## src/rtl/vn_debias_feeder.sv

```systemverilog
// Von Neumann debiaser feeding the TRNG sample shift register, with word framing.
// Optional repetition-count health test enabled by defining VN_RCT_EN.
module vn_debias_feeder #(
  parameter int NBITS      = 32,
  parameter int DISC_W     = 16,
  parameter int RCT_CUTOFF = 32
) (
  input  logic              clk,
  input  logic              rst,
  input  logic              en,
  input  logic              raw_bit,
  input  logic              raw_valid,
  output logic              out_bit,
  output logic              out_en,
  output logic              word_ready,
  input  logic              word_ack,
  output logic [DISC_W-1:0] discard_cnt,
  output logic              health_fail
);

  localparam int CW = $clog2(NBITS + 1);

  typedef enum logic {S_FIRST, S_SECOND} state_t;

  state_t            r_state;
  logic              r_first;
  logic [CW-1:0]     r_cnt;
  logic              r_out_bit;
  logic              r_out_en;
  logic              r_word_ready;
  logic [DISC_W-1:0] r_disc;

  logic w_pair_done;
  logic w_differ;
  logic w_emit;
  logic w_hf;

  assign w_pair_done = en && raw_valid && (r_state == S_SECOND);
  assign w_differ    = (raw_bit != r_first);
  // A differing pair is lost while a word is waiting for ack or the source is unhealthy
  assign w_emit      = w_pair_done && w_differ && !r_word_ready && !w_hf;

  always_ff @(posedge clk) begin
    if (rst) begin
      r_state      <= S_FIRST;
      r_first      <= 1'b0;
      r_cnt        <= '0;
      r_out_bit    <= 1'b0;
      r_out_en     <= 1'b0;
      r_word_ready <= 1'b0;
      r_disc       <= '0;
    end else begin
      r_out_en <= w_emit;
      if (w_emit)
        r_out_bit <= r_first;

      if (!en) begin
        r_state <= S_FIRST;
      end else if (raw_valid) begin
        if (r_state == S_FIRST) begin
          r_first <= raw_bit;
          r_state <= S_SECOND;
        end else begin
          r_state <= S_FIRST;
          if (!w_differ && (r_disc != {DISC_W{1'b1}}))
            r_disc <= r_disc + 1'b1;
        end
      end

      // Ack wins; out_en can never coincide with word_ready because pairs take two samples
      if (r_word_ready && word_ack) begin
        r_word_ready <= 1'b0;
        r_cnt        <= '0;
      end else if (r_out_en) begin
        r_cnt <= r_cnt + 1'b1;
        if (r_cnt == CW'(NBITS - 1))
          r_word_ready <= 1'b1;
      end
    end
  end

`ifdef VN_RCT_EN
  localparam int RW = $clog2(RCT_CUTOFF + 1);

  logic [RW-1:0] r_run;
  logic [RW-1:0] w_run_nxt;
  logic          r_last;
  logic          r_hf;

  // Run length of identical raw bits, saturating at the cutoff; 0 means no bit seen yet
  always_comb begin
    w_run_nxt = r_run;
    if (raw_valid) begin
      if ((r_run != '0) && (raw_bit == r_last))
        w_run_nxt = (r_run == RW'(RCT_CUTOFF)) ? r_run : r_run + 1'b1;
      else
        w_run_nxt = RW'(1);
    end
  end

  always_ff @(posedge clk) begin
    if (rst) begin
      r_run  <= '0;
      r_last <= 1'b0;
      r_hf   <= 1'b0;
    end else begin
      r_run <= w_run_nxt;
      if (raw_valid)
        r_last <= raw_bit;
      if (w_run_nxt == RW'(RCT_CUTOFF))
        r_hf <= 1'b1;
    end
  end

  assign w_hf = r_hf;
`else
  // Constant 0: the cutoff only matters when the run test is built in
  assign w_hf = (RCT_CUTOFF < 0);
`endif

  assign out_bit     = r_out_bit;
  assign out_en      = r_out_en;
  assign word_ready  = r_word_ready;
  assign discard_cnt = r_disc;
  assign health_fail = w_hf;

endmodule

```

## config.mk

```make
export PLATFORM = sky130hd
export DESIGN_NAME = vn_debias_feeder
export DESIGN_NICKNAME = d
export VERILOG_FILES = /design/src/rtl/vn_debias_feeder.sv
export SDC_FILE = /design/constraint.sdc
export NUM_CORES = 1
export LEC_CHECK = 0
export CORE_ASPECT_RATIO = 1.2
export CORE_UTILIZATION = 54
export DETAILED_ROUTE_END_ITERATION = 8
export GPL_TIMING_DRIVEN = 0
export PLACE_DENSITY = 0.83
export SLEW_MARGIN = 20
export SYNTH_ARGS = -nofsm -noshare
export SYNTH_HDL_FRONTEND = slang
export SYNTH_SLANG_ARGS = --single-unit
```

## constraint.sdc

```tcl
create_clock -name clk -period 2.7 [get_ports clk]
set_clock_uncertainty 0.05 [all_clocks]
set_input_delay 0.54 -clock clk [delete_from_list [all_inputs] [get_ports clk]]
set_output_delay 0.54 -clock clk [all_outputs]
set_load 0.1 [all_outputs]
```

# == After elaboration in Yosys (flattened, before gate mapping) ==
# Cells that the tools add are included.
# classes
addsub,2
n_eq_ne,3
muxes,1
bitwise_logic,2
reduce_logical,13
# op_table
cell,count
16-bit by 1-bit adder with 16-bit output (second input constant),1
16-bit inequality test (second input constant),1
6-bit by 1-bit adder with 6-bit output (second input constant),1
6-bit by 5-bit == test with 1-bit output (second input constant),1
1-bit logical AND,6
4-bit AND reduction,1
2-bit OR reduction,2
3-bit AND reduction,1
1-bit logical NOT,2
1-bit NOT,2
2-bit AND reduction,1
1-bit 2-to-1 mux,1
1-bit inequality test,1
# totals
reg_bits,27
input_bits,6
out_inout_bits,20
wordCells,28

# == Logic depth before layout (Yosys ltp) ==
# Gate-level depths: netlist of the first run.
# depth
depth_word,4
ltp_mapped,5
depth_no_buf,5

# == Worst setup path after synthesis of the first run ==
# No wires, ideal clock.
# synth_timing
path_type,register to register
start,"register r_disc[3], in the netlist discard_cnt[3]"
end,"register r_disc[10], in the netlist discard_cnt[10]"
setup_ns,0.121
arrival_time_ns,2.299
t_required_ns,2.529
path_slack_ns,0.231
path_stages_with_launch,6
n_path_buf,1
period_less_slack_ns,2.469
cell_sequence,dfxtp_1 and4_1 nand4_2 buf_6 nor4_1 mux2_2
# synth_between
elab_chain_len,3
word_cells_on_any_way,4
classes_between,add/sub (1); eq/ne (1); reduce/logical (2)
# synth_lines
element,line_no,text
"start, declared",31,logic [DISC_W-1:0] r_disc;
"start signal, assigned",66,r_disc <= r_disc + 1'b1;
"parallel branches: the longest is 3 deep, another holds 16-bit by 1-bit adder with 16-bit output",n/a,
# Parallel ways; which one is timed is not known.
# A chain may end at the register's enable or synchronous reset.

# == Final worst setup path of the first run ==
# layout_timing
start,"register r_disc[2], in the netlist discard_cnt[2]"
end,output discard_cnt[2]
# layout_lines
element,line_no,text
"end, declared",17,"output logic [DISC_W-1:0] discard_cnt,"
# No word-level cell between the ends.

==> results of run 1 <==
==> power groups by stage <==
stage	clock [mW]	combinational, mW	sequential [mW]
2_1_floorplan	0	0.0222	0.414
4_1_cts	0.177	0.0391	0.403
5_1_grt	0.194	0.0422	0.403
6_report	0.173	0.0394	0.403
3_3_place_gp	0	0.0380	0.411
3_5_place_dp	0	0.0390	0.412
==> placed cells by master, fill, tap and decap left out, drive strengths merged, types with 3 or more instances in the layout <==
| master | instances |
|---|---|
| dfxtp | 27 |
| clkdlybuf4s50 | 24 |
| a21oi | 14 |
| nor2 | 13 |
| o31ai | 9 |
| nand2 | 8 |
| or4 | 8 |
| nand4 | 7 |
| nand3 | 7 |
| o21ai | 6 |
| or3 | 6 |
| clkbuf | 6 |
| nor4 | 5 |
| xor2 | 3 |
| mux2i | 3 |
| xnor2 | 3 |
==> worst reg2reg max path: stages (launching register included) <==
cell and delay (ps):
dfxtp_1 460, and4_1 280, nand4_2 180, buf_6 190
nor4_1 360, mux2_2 390
==> state kept, by name, indices dropped and copies added (netlist names) <==
name / count
discard_cnt: 16
out_bit: 1
out_en: 1
r_cnt: 6
r_first: 1
r_state: 1
word_ready: 1
==> cell type report <==
| type | instances | area (um2) |
|---|---|---|
| Multi-Input combinational cell | 113 | 744 |
| Fill cell | 196 | 682 |
| Sequential cell | 27 | 541 |
| Timing Repair Buffer | 24 | 240 |
| Tap cell | 31 | 38.8 |
| Clock buffer | 4 | 26.3 |
| Buffer | 4 | 26.3 |
| Inverter | 2 | 7.51 |
==> routing by layer <==
| layer | GRT usage | up-vias | share of wire |
|---|---|---|---|
| li1 | - | 614 | - |
| met1 | 0.314 | 558 | 0.45 |
| met2 | 0.409 | 27 | 0.51 |
| met3 | 0.0260 | 2 | 0.032 |
| met4 | 0.0735 | 0 | 0.0078 |
| met5 | 0 | - | 0 |
==> stage by stage <==
stage	power, mW	utilization
finish	0.615	0.704
CTS	0.619	0.704
detailed placement	0.451	0.693
global placement	0.449	0.693
global route	0.639	0.704
floorplan	0.436	-
==> how the worst min path moves through the flow <==
stage / end / slack [ps] / depth (start not counted)
5_1_grt: r_cnt[5] / 470 / 2
6_report: r_cnt[5] / 460 / 2
4_1_cts: discard_cnt[15] / 460 / 2
3_3_place_gp: r_cnt[5] / 420 / 2
3_5_place_dp: discard_cnt[11] / 440 / 2
2_1_floorplan: r_cnt[5] / 410 / 2
==> kinds of logic after synthesis <==
family / after synthesis / synth area share
AOI/OAI and AO/OA: 33 / 0.150
other: 1 / 0.00284
buffers and inverters: 6 / 0.0256
DFF: 27 / 0.410
adders and majority gates: 2 / 0.0190
xor gates and xnor gates: 6 / 0.0456
and+or+nand+nor: 66 / 0.307
muxes: 5 / 0.0398
==> flow_metrics.py, run 1 <==
metrics = {
    "synth": {
        "synth_nets": 154,
        "async_flop_share": 0,
        "synth_common_cells": "dfxtp_1, a21oi_1, nor2_1, o31ai_1",
        "synth.most_common_cell": "dfxtp_1",
        "ys.flop_type": "dfxtp_1",
        "synth_area_per_cell_um2": 9.03,
        "synth_top_cell_area_share": 0.410,
        "syn_area_mm2": 0.00132,
        "synth-seq-area-share": 0.410,
        "syn_inst": 146,
        "synth_cell_types": 37,
        "synth_seq_cells": 27,
        "synth.area.top_cells": "dfxtp_1, a21oi_1, o31ai_1",
        "synth_edf_count": 0,
        "synth_area_leader_cell": "dfxtp_1",
        "ys_warn_count": 0,
    },
    "critical_path": {
        "critPathLaunchType": "flop",
        "rr_worst_depth": 5,
        "crit_type": "flop to output port",
        "worstSetupEndpointType": "output port",
        "r2r-end": "discard_cnt[10]",
        "worstPathArrival_ps": 2010,
        "cp-startpoint": "discard_cnt[2]",
        "cp_top_family": "buffers and inverters",
        "slowest_delay_ps": 1190,
        "crit_path_max_fanout": 8,
        "r2r_slack_ps": 700,
        "cp_cell_sequence": "clkdlybuf4s50_1",
        "crit_buf_inv": 1,
        "critPathSlowestCell": "clkdlybuf4s50_1",
        "cp.required_ps": 2110,
        "reg2reg_from": "discard_cnt[3]",
        "endpoint": "discard_cnt[2]",
        "worst-path-stages": 1,
    },
    "placed_design": {
        "placed_area_mm2": 0.00160,
        "dp_hpwl_um": 2110,
        "gp_congestion": 0.834,
        "post-place-cells": 201,
        "io_buffers": 24,
        "place_ws_ps": 122,
    },
    "clock_tree": {
        "clkTransAtPathRegs_ps": 140,
        "clk_latency_ps": 320,
        "post-cts-setup-buffer-count": 0,
        "cts_buffer_depth": 2,
        "hold_buffers": 0,
        "clock_sinks": 27,
        "h-tree-depth": 1,
        "tritoncts": "done",
        "cts-root-buf": "clkbuf_4",
        "post_cts_resized": 0,
        "cts_made_buffers": 3,
    },
    "drt": {
        "drtPass1Iterations": 5,
        "via_count": 1201,
        "routed_wl_um": 2810,
        "vias_per_cell": 5.86,
        "drt_iter0_drc": 43,
        "ant_nets": 0,
        "drc": 0,
        "wire_per_inst_um": 13.7,
    },
    "global_route": {
        "grt_pass1_wl_um": 4840,
        "overflow": 0,
        "antenna_found_initial": 0,
        "grt_use_total": 0.243,
        "grt_pass1_vias": 1098,
        "grt_max_degree": 15,
    },
    "pwr": {
        "switching_share": 0.230,
        "combPwrFrac": 0.064,
        "vdd_drop_max_v": 0.000390,
        "p_leak_nw": 0.518,
        "seqPwrFrac": 0.655,
        "pwr-share-clk": 0.281,
        "p_sw_mw": 0.141,
        "p_int_mw": 0.473,
        "power_density_mw_per_mm2": 379,
    },
    "outcome": {
        "outcome": "finished clean",
    },
    "timing": {
        "report.final.setup_viol": 0,
        "holdWs_ps": 457,
        "fmax_mhz": 385,
        "hold_viol": 0,
        "rsz0062_at_grt": "no",
        "maxSlewHeadroom": 0.351,
        "setup_tns_ps": 0,
        "finalWorstSetupSlack_ps": 101,
        "worstMarginPinSlew_ps": 971,
        "fin_crit_sh": 0.963,
        "timing_max_transition_violations_final": 0,
        "period_minus_slack_ps": 2600,
    },
    "floorplan": {
        "initial_core_util": 0.572,
        "die_area_mm2": 0.00264,
        "core_mm2": 0.00231,
        "die_h_um": 56.1,
        "fp.dieW_um": 47.1,
        "boundaryPins": 26,
        "rows": 19,
    },
    "cells_and_area": {
        "area_growth_pct": 23.2,
        "fin_nets": 183,
        "drive_gt1_frac": 0.0862,
        "finalNonFillerCells": 205,
        "design_area_mm2": 0.00162,
        "num_antenna_cells": 0,
    },
    "run": {
        "maxCapViolations": 0,
    },
    "min_path": {
        "hold_class": "flop to flop",
        "hp-start": "r_cnt[5]",
    },
}
Note: power is estimated with default switching activity, not from simulation.
==> run 2: changes to the inputs <==
- CORE_UTILIZATION: 54 -> 30
- CTS_BUF_LIST: default -> sky130_fd_sc_hd__clkbuf_8
- PLACE_DENSITY: 0.83 -> default
==> run 2 against run 1 <==
  * Flip-flop and latch count unchanged
  * Core utilization decreased by 31 points
  * Sequential share of layout area decreased by 1.0 points
  * Design area increased by 3.2%
  * Critical path depth unchanged
  * Wire length increased by 7.3%
  * Clock power increased by 30%
  * Die area increased by 76%
  * Largest power group unchanged
  * Highest routed layer unchanged
==> flow_metrics.py, run 2 (synthesis results as in run 1) <==
metrics = {
    "cells_and_area": {
        "largest_register_ffs": 16,
        "fill_cells": 439,
        "design_area_mm2": 0.00168,
        "num_antenna_cells": 0,
        "post-route-util": 0.396,
        "final_cell_mix": "dfxtp_1, clkdlybuf4s50_1, a21oi_1, nor2_1, o31ai_1",
        "drive_gt1_frac": 0.0920,
        "area_growth_pct": 27.0,
        "finalNonFillerCells": 230,
        "final_common_cell": "dfxtp_1",
        "fin_nets": 183,
    },
    "timing": {
        "fin_crit_sh": 0.942,
        "maxSlewHeadroom": 0.349,
        "fmax_mhz": 393,
        "setup_tns_ps": 0,
        "report.final.setup_viol": 0,
        "timing_max_transition_violations_final": 0,
        "worstMarginPinSlew_ps": 973,
        "hold_viol": 0,
        "period_minus_slack_ps": 2540,
        "rsz0062_at_grt": "no",
    },
    "clock_tree": {
        "clock_sinks": 27,
        "post-cts-setup-buffer-count": 0,
        "post_cts_resized": 0,
        "hold_buffers": 0,
        "h-tree-depth": 1,
        "cts_made_buffers": 3,
        "tritoncts": "done",
        "cts_buffer_depth": 2,
        "cts-root-buf": "clkbuf_8",
        "clk_latency_ps": 270,
        "clkTransAtPathRegs_ps": 90,
    },
    "critical_path": {
        "crit_buf_inv": 1,
        "critPathLaunchType": "flop",
        "cp.required_ps": 2110,
        "critPathSlowestCell": "clkdlybuf4s50_1",
        "crit_type": "flop to output port",
        "worstSetupEndpointType": "output port",
        "cp_cell_sequence": "clkdlybuf4s50_1",
        "worstPathArrival_ps": 1950,
        "crit_path_max_fanout": 8,
        "cp_top_family": "buffers and inverters",
        "slowest_delay_ps": 1190,
    },
    "placed_design": {
        "io_buffers": 24,
        "placed_area_mm2": 0.00163,
        "post-place-cells": 226,
        "gp_congestion": 0.750,
        "dp_hpwl_um": 2210,
    },
    "floorplan": {
        "fp.dieW_um": 62.5,
        "die_area_mm2": 0.00467,
        "initial_core_util": 0.312,
        "die_h_um": 74.6,
        "core_mm2": 0.00423,
        "rows": 26,
        "boundaryPins": 26,
    },
    "drt": {
        "wire_per_inst_um": 13.1,
        "routed_wl_um": 3010,
        "vias_per_cell": 5.27,
        "drc": 0,
        "drt_iter0_drc": 36,
        "drtPass1Iterations": 4,
        "via_count": 1211,
        "ant_nets": 0,
    },
    "pwr": {
        "power_density_mw_per_mm2": 398,
        "p_leak_nw": 0.529,
        "vdd_drop_max_v": 0.000224,
    },
    "global_route": {
        "grt_max_degree": 16,
        "antenna_found_initial": 0,
        "overflow": 0,
        "grt_use_total": 0.137,
        "grt_pass1_wl_um": 5110,
        "grt_pass1_vias": 1144,
    },
    "run": {
        "maxCapViolations": 0,
    },
    "min_path": {
        "hold_class": "flop to flop",
    },
    "outcome": {
        "outcome": "finished clean",
    },
}
run 2: cell count changes in the layout (fill, tap and decap cells not counted), sizes merged:
cell / delta
clkinv: +1
clkbuf: -1
run 2: worst register-to-register path: cells and delay by family (launching register included):
kind / cells / cell delay (ps)
and+or+nand+nor: 3 / 1000
DFF: 1 / 440
muxes: 1 / 280
run 2: final cells by class:
class	instances	area, um2	share of cell area
Sequential cell	27	541	0.323
Multi-Input combinational cell	113	744	0.444
Clock inverter	1	5.00	0.00299
Buffer	4	26.3	0.0157
Timing Repair Buffer	24	240	0.143
Clock buffer	3	41.3	0.0246
Tap cell	56	70.1	0.0418
Inverter	2	7.51	0.00448
run 2: metal layers:
metal / up-vias / part of all wire / global-route usage
met4: 0 / 0.0093 / 0.0465
met1: 568 / 0.44 / 0.168
met2: 30 / 0.50 / 0.238
met5: - / 0 / 0
li1: 611 / - / -
met3: 2 / 0.047 / 0.0318
run 2: metrics by stage:
| step | power, mW | worst slack [ps] | hold WS, ps |
|---|---|---|---|
| 2_1_floorplan | 0.436 | 231 | 408 |
| 6_report | 0.667 | 157 | 451 |
| 3_5_place_dp | 0.451 | 214 | 438 |
| 5_1_grt | 0.700 | 98.7 | 486 |
| 4_1_cts | 0.674 | 153 | 451 |
| 3_3_place_gp | 0.450 | 225 | 419 |
run 2: where the power goes:
group	switching (mW)	internal, mW	total [mW]
Clock	0.122	0.103	0.225
Sequential	0.00236	0.400	0.402
Combinational	0.0243	0.0148	0.0391
Total	0.149	0.518	0.667
run 2: worst paths after layout:
kind / startpoint / end / slack (ps) / depth (start not counted)
min: discard_cnt[11] / discard_cnt[11] / 450 / 2
min reg2reg: discard_cnt[11] / discard_cnt[11] / 450 / 2
max: discard_cnt[2] / discard_cnt[2] / 160 / 1
max reg2reg: discard_cnt[12] / discard_cnt[6] / 830 / 4
==> run 3: changes to the inputs <==
==> constraint.sdc (replaced) <==
create_clock -name clk -period 2.7 [get_ports clk]
set_clock_uncertainty 0.05 [all_clocks]
set_input_delay 0.405 -clock clk [delete_from_list [all_inputs] [get_ports clk]]
set_output_delay 0.405 -clock clk [all_outputs]
set_load 0.1 [all_outputs]
==> results of run 3 <==
Same layout as run 2 (identical final DEF). Status: finished clean.
Main changes from that run: setup slack after placement 214 ps -> 349 ps; setup slack after layout 157 ps -> 292 ps
